$ cat src/rtl/mfu_digit_serial_mul.sv
// Digit-serial multiplier sequencer: splits 2/4/8-bit operands into 2-bit digits and
// shift-accumulates one signed/unsigned 2b x 2b digit product per cycle into a PW-bit product.
module mfu_digit_serial_mul #(
  parameter int unsigned DW = 8,
  parameter int unsigned PW = 2 * DW
) (
  input  logic          clk,
  input  logic          rst,
  input  logic          in_valid,
  output logic          in_ready,
  input  logic [DW-1:0] a,
  input  logic [DW-1:0] b,
  input  logic          a_signed,
  input  logic          b_signed,
  input  logic [1:0]    prec,
  output logic          out_valid,
  input  logic          out_ready,
  output logic [PW-1:0] p,
  output logic          busy
);

  localparam int unsigned ND = DW / 2;
  localparam int unsigned IW = (ND > 1) ? $clog2(ND) : 1;
  localparam int unsigned SW = IW + 2;

  typedef enum logic [1:0] {IDLE, RUN, DONE} state_t;

  state_t          state, state_nx;
  logic [DW-1:0]   a_r, b_r;
  logic            as_r, bs_r;
  logic [IW-1:0]   last_r, last_nx;
  logic [IW-1:0]   i, j;
  logic [PW-1:0]   acc, acc_nx, p_r, term;
  logic [1:0]      ad, bd;
  logic signed [2:0] da, db;
  logic signed [5:0] pp;
  logic [SW-1:0]   sh;
  logic            accept, last_pair;
  int unsigned     ndig;

  assign in_ready  = (state == IDLE) && !rst;
  assign out_valid = (state == DONE);
  assign busy      = (state != IDLE);
  assign p         = p_r;
  assign accept    = in_valid && in_ready;
  assign last_pair = (i == last_r) && (j == last_r);

  // Digit count per precision, clamped to what DW can hold; stored as N-1.
  always_comb begin
    ndig = 4;
    unique case (prec)
      2'd0:    ndig = 1;
      2'd1:    ndig = 2;
      default: ndig = 4;
    endcase
    if (ndig > ND) ndig = ND;
    last_nx = IW'(ndig - 1);
  end

  // Only the top digit of a signed operand carries a sign; lower digits are unsigned.
  always_comb begin
    ad     = a_r[{i, 1'b0} +: 2];
    bd     = b_r[{j, 1'b0} +: 2];
    da     = signed'({as_r && (i == last_r) && ad[1], ad});
    db     = signed'({bs_r && (j == last_r) && bd[1], bd});
    pp     = da * db;
    sh     = {({1'b0, i} + {1'b0, j}), 1'b0};
    term   = {{(PW-6){pp[5]}}, pp} << sh;
    acc_nx = acc + term;
  end

  always_ff @(posedge clk) begin
    if (rst) state <= IDLE;
    else     state <= state_nx;
  end

  always_comb begin
    state_nx = state;
    unique case (state)
      IDLE:    if (accept) state_nx = RUN;
      RUN:     if (last_pair) state_nx = DONE;
      DONE:    if (out_ready) state_nx = IDLE;
      default: state_nx = IDLE;
    endcase
  end

  always_ff @(posedge clk) begin
    if (rst) begin
      a_r    <= '0;
      b_r    <= '0;
      as_r   <= 1'b0;
      bs_r   <= 1'b0;
      last_r <= '0;
      i      <= '0;
      j      <= '0;
      acc    <= '0;
      p_r    <= '0;
    end else begin
      unique case (state)
        IDLE: if (accept) begin
          a_r    <= a;
          b_r    <= b;
          as_r   <= a_signed;
          bs_r   <= b_signed;
          last_r <= last_nx;
          i      <= '0;
          j      <= '0;
          acc    <= '0;
        end
        RUN: begin
          acc <= acc_nx;
          if (last_pair) begin
            p_r <= acc_nx;
          end else if (j == last_r) begin
            j <= '0;
            i <= i + 1'b1;
          end else begin
            j <= j + 1'b1;
          end
        end
        default: ;
      endcase
    end
  end

endmodule

$ cat config.mk
export PLATFORM = sky130hd
export DESIGN_NAME = mfu_digit_serial_mul
export DESIGN_NICKNAME = d
export VERILOG_FILES = /design/src/rtl/mfu_digit_serial_mul.sv
export SDC_FILE = /design/constraint.sdc
export NUM_CORES = 1
export LEC_CHECK = 0
export CAP_MARGIN = 40
export CORE_MARGIN = 3
export CORE_UTILIZATION = 35
export DETAILED_ROUTE_END_ITERATION = 12
export GPL_ROUTABILITY_DRIVEN = 0
export SLEW_MARGIN = 20
export SYNTH_ARGS = -nofsm -noshare
export SYNTH_HDL_FRONTEND = slang
export SYNTH_SLANG_ARGS = --single-unit
$ cat constraint.sdc
create_clock -name clk -period 13 [get_ports clk]
set_input_delay 3.9 -clock clk [delete_from_list [all_inputs] [get_ports clk]]
set_output_delay 3.9 -clock clk [all_outputs]
set_load 0.02 [all_outputs]
* Word-level counts from Yosys, hierarchy flattened *
Cells that the tools add are included.

word-level totals
  output and inout bits = 19
  register bits = 58

operators by class
  add/sub/neg operators = 5
  $mul = 1
  shifts and indexed selects = 3
  mux-type cells = 15
  eq/ne operators = 10
  order comparisons = 1
  reductions and logical operators = 18

operator list
  operator                                                number
  one-hot mux 16 bit (2 select lines)                     1
  2-to-1 mux 2 bit                                        9
  adder 16 bit                                            1
  2-to-1 mux 16 bit                                       1
  indexed part select 8 x 4 -> 2 bit                      2
  left shift 16 x 4 -> 16 bit                             1
  inequality test 2 bit (second input constant)           4
  one-hot mux 2 bit (2 select lines)                      2
  logical AND 1 bit                                       7
  multiplier 3 x 3 -> 6 bit                               1
  one-hot mux 2 bit (3 select lines)                      1
  one-hot mux 3 bit (2 select lines)                      1
  AND reduction 2 bit                                     3
  AND reduction 3 bit                                     2
  adder 2 x 1 -> 2 bit (second input constant)            2
  == test 2 x 1 -> 1 bit (second input constant)          2
  == test 2 bit                                           2
  zero test 2 bit                                         2
  AND reduction 4 bit                                     1
  nonzero test 2 bit                                      2
  adder 2 x 2 -> 3 bit                                    1
  greater-than comparator 3 bit (second input constant)   1
  == test 2 bit (second input constant)                   1
  inequality test 2 x 1 -> 1 bit (second input constant)  1
  other kinds (2)                                         2

* Depth between registers and ports, before layout *
  depth after elaboration = 7
  mapped depth = 23

* Least setup slack after synthesis *
OpenSTA, ideal clock, no wires.

  path type = input to output
  from = input port rst
  to = output port in_ready
  setup slack = 4667 ps
  buffers on the path = 0
  required time = 9100 ps
  arrival time = 4433 ps
  stages = 1
  cell sequence = nor3_1

on the way
  word-level cells in the longest chain between the ends = 2

RTL lines
  what                line  text
  start: declaration  8     input logic rst,
  zero test 1 bit     41    assign in_ready = (state == IDLE) && !rst;
  logical AND 1 bit   41
  end: declaration    10    output logic in_ready,

Every way passes these cells.

* Final worst setup path *
Same ends and word-level chain as after synthesis.

==> results.py <==
metrics = {
    "synth": {
        "avgSynthCellArea_um2": 8.00,
        "synthFlopType": "dfxtp_1",
        "synth-warning-count": 0,
        "synthesis.instances": 443,
        "ys_ff_latch": 58,
        "synth_nets": 494,
        "async_flop_share_pct": 0,
        "synth_edf_count": 0,
        "ys_seq_area_share_pct": 32.8,
        "synth_area_um2": 3540,
        "post_synth_num_cell_types": 49,
    },
    "layout": {
        "area_growth_pct": 20.1,
        "num_antenna_cells": 0,
        "layout.nets": 527,
        "fin_cells": 614,
        "drive_above_1_share_pct": 6.65,
        "fin_util_pct": 43.3,
        "final_common_cell": "nand2_1",
        "mostFrequentLayoutCells": "nand2_1, dfxtp_1, o21ai_0",
    },
    "placement": {
        "dpl.hpwl_mm": 6.60,
        "dpl.cell_count": 598,
        "dp_slack_ps": 3680,
        "port_buffers": 42,
    },
    "power": {
        "cellLeakagePower_nw": 1.66,
        "pwr-share-seq_pct": 44.4,
        "intPower_w": 0.000306,
        "switching_share_pct": 29.3,
        "power_frac_comb_pct": 16.8,
        "ir_drop_mv": 0.0585,
        "switchingPower_w": 0.000127,
        "power_density_nw_per_um2": 102,
        "power.share.clock_pct": 38.8,
    },
    "clock_network": {
        "numCtsBuffers": 9,
        "cts_tree": "built",
        "cts_root_buffer": "clkbuf_8",
        "cts_setup_buffers": 0,
        "htreeDepth": 3,
        "ctsHoldBuffers": 0,
        "cts_num_sinks": 58,
        "clk_latency_ps": 340,
        "clockBufferDepth": 2,
        "cts.clk_slew.worst_paths_ps": 70,
        "cts_resized": 0,
    },
    "run": {
        "drv_cap": 0,
    },
    "timing": {
        "finalSetupViolCount": 0,
        "slew_violations": 0,
        "fin_tns_setup_ps": 0,
        "rsz0062_at_grt": "false",
        "finalCritPeriodShare_pct": 71.8,
        "setup_slack_ps": 3670,
        "fin_skew_ps": 7.41,
        "hold_viol_final": 0,
        "relSlewSlack_pct": 56.7,
        "fin_crit_ps": 9330,
        "timing.fmax_ghz": 0.107,
        "worst_slew_pin_slew_ps": 648,
    },
    "global_routing": {
        "grt_pass1_vias": 3043,
        "grt_max_degree": 29,
        "grt_pass1_wl_mm": 14.8,
        "grt_overflow": 0,
        "grt_use_total_pct": 16.4,
        "antenna_found_initial": 0,
    },
    "setup_path": {
        "r2r_cells": 20,
        "crit_slowest_cell": "clkdlybuf4s50_1",
        "cp.required_ps": 9100,
        "path_cells": "clkdlybuf4s50_1 > buf_4 > nor3_1 > clkdlybuf4s50_1",
        "path_class": "input port to output pin",
        "r2r_slack_ps": 7210,
        "arrival_ps": 5430,
        "path_buf_inv": 3,
        "crit_path_max_incr_delay_ps": 670,
        "setup.worst_path.start_class": "input port",
        "path_common_cell": "clkdlybuf4s50_1",
        "crit_fanout": 24,
        "r2r-end": "p[12]",
        "cp_top_family": "buffers and inverters",
        "critPathCaptureType": "output pin",
        "startpoint": "rst",
        "r2r-start": "i[0]",
    },
    "detailed_routing": {
        "drtIter0Drc": 215,
        "ant_nets": 0,
        "wl_mm": 8.75,
        "vias": 3155,
        "wire_per_inst_um": 14.2,
        "route.detailed.drc": 0,
        "dr.pass1.iters": 4,
        "vias_per_cell": 5.14,
    },
    "floorplanning": {
        "rows": 36,
        "chipWidth_um": 107,
        "die_y_um": 107,
        "initial_utilization_pct": 36.1,
        "fp.coreArea_um2": 9820,
        "io_pins": 43,
        "die-area_um2": 11400,
    },
    "worst_hold_path": {
        "holdPathStages": 2,
        "holdPathEnd": "b_r[5]",
        "min_path_type": "flop to flop",
        "hp-start": "b_r[5]",
    },
    "outcome": {
        "outcome": "complete, no violations",
    },
}
==> cells in the mapped netlist, types with 2 or more instances <==
library cell	n	area, um^2
a211oi_1	6	45.0
a21o_1	4	30.0
a21oi_1	34	170
a22o_1	6	52.6
a31oi_1	7	43.8
and2_1	5	31.3
and3_1	4	25.0
buf_2	2	10.0
buf_6	3	33.8
clkbuf_1	19	71.3
dfxtp_1	58	1160
fa_1	6	120
ha_1	21	263
inv_1	16	60.1
mux2i_1	5	50.1
mux4_2	4	90.1
nand2_1	83	312
nand2b_1	3	18.8
nand3_1	15	75.1
nand4_1	2	12.5
nor2_1	27	101
nor2b_1	3	18.8
nor3_1	8	40.0
nor4_1	3	18.8
o211ai_1	2	15.0
o21a_1	4	30.0
o21ai_0	43	215
o22ai_1	4	25.0
or2_2	3	18.8
or3_1	3	18.8
xnor2_1	16	140
xor2_1	7	61.3
==> area by class of cell <==
type,instances,area (um^2)
multi-input combinational,345,2210
inverter,16,60.1
timing repair buffer,46,465
sequential,58,1160
tap,133,166
fill,1030,5570
clock buffer,10,128
clock inverter,6,66.3
==> sequential cells by signal, indices dropped and copies added (netlist names) <==
signal,cells
acc,16
p,16
a_r,8
b_r,8
i,2
j,2
last_r,2
state,2
as_r,1
bs_r,1
==> worst min-delay path: stages (launching register included) <==
cell and delay, ps:
dfxtp_1 310, nand2_1 50, o21ai_0 60
==> per-stage QoR <==
step	hold WS [ps]	total power (W)	instance area, um^2
after floorplan	432	0.000245	3540
after global placement	445	0.000267	4020
after detailed placement	452	0.000269	4060
after CTS	462	0.000439	4250
after global routing	484	0.000456	4250
final	456	0.000433	4250
==> power by group through the flow <==
stage	sequential, W	combinational [W]	clock (W)
floorplan	0.000195	0.0000504	0
global route	0.000194	0.0000815	0.000181
global placement	0.000196	0.0000704	0
finish	0.000192	0.0000728	0.000168
detailed placement	0.000196	0.0000730	0
CTS	0.000192	0.0000733	0.000173
==> worst max path at each step <==
stage                     to  depth (start not counted)
finish              in_ready                          4
global route        in_ready                          4
CTS                 in_ready                          4
detailed placement  in_ready                          4
global placement    in_ready                          4
floorplan           in_ready                          1
==> layer usage <==
metal,vias up,track usage [%],share of wire (%)
met5,-,0,0
met4,0,5.66,1.6
met3,11,3.85,4.8
met2,71,24.4,43
met1,1460,23.1,50
li1,1613,-,-
==> cells by family (layout without fill, tap and decap cells) <==
| family | count (synthesis) | in the layout | share of synthesized area [%] |
|---|---|---|---|
| mux | 9 | 9 | 3.95 |
| compound gates | 120 | 120 | 20.5 |
| simple gates | 166 | 166 | 21.3 |
| buf+inv | 40 | 78 | 4.94 |
| fa+ha+maj | 27 | 27 | 10.8 |
| xor+xnor | 23 | 23 | 5.68 |
| flops | 58 | 58 | 32.8 |
Note: power is estimated with default switching activity, not from simulation.
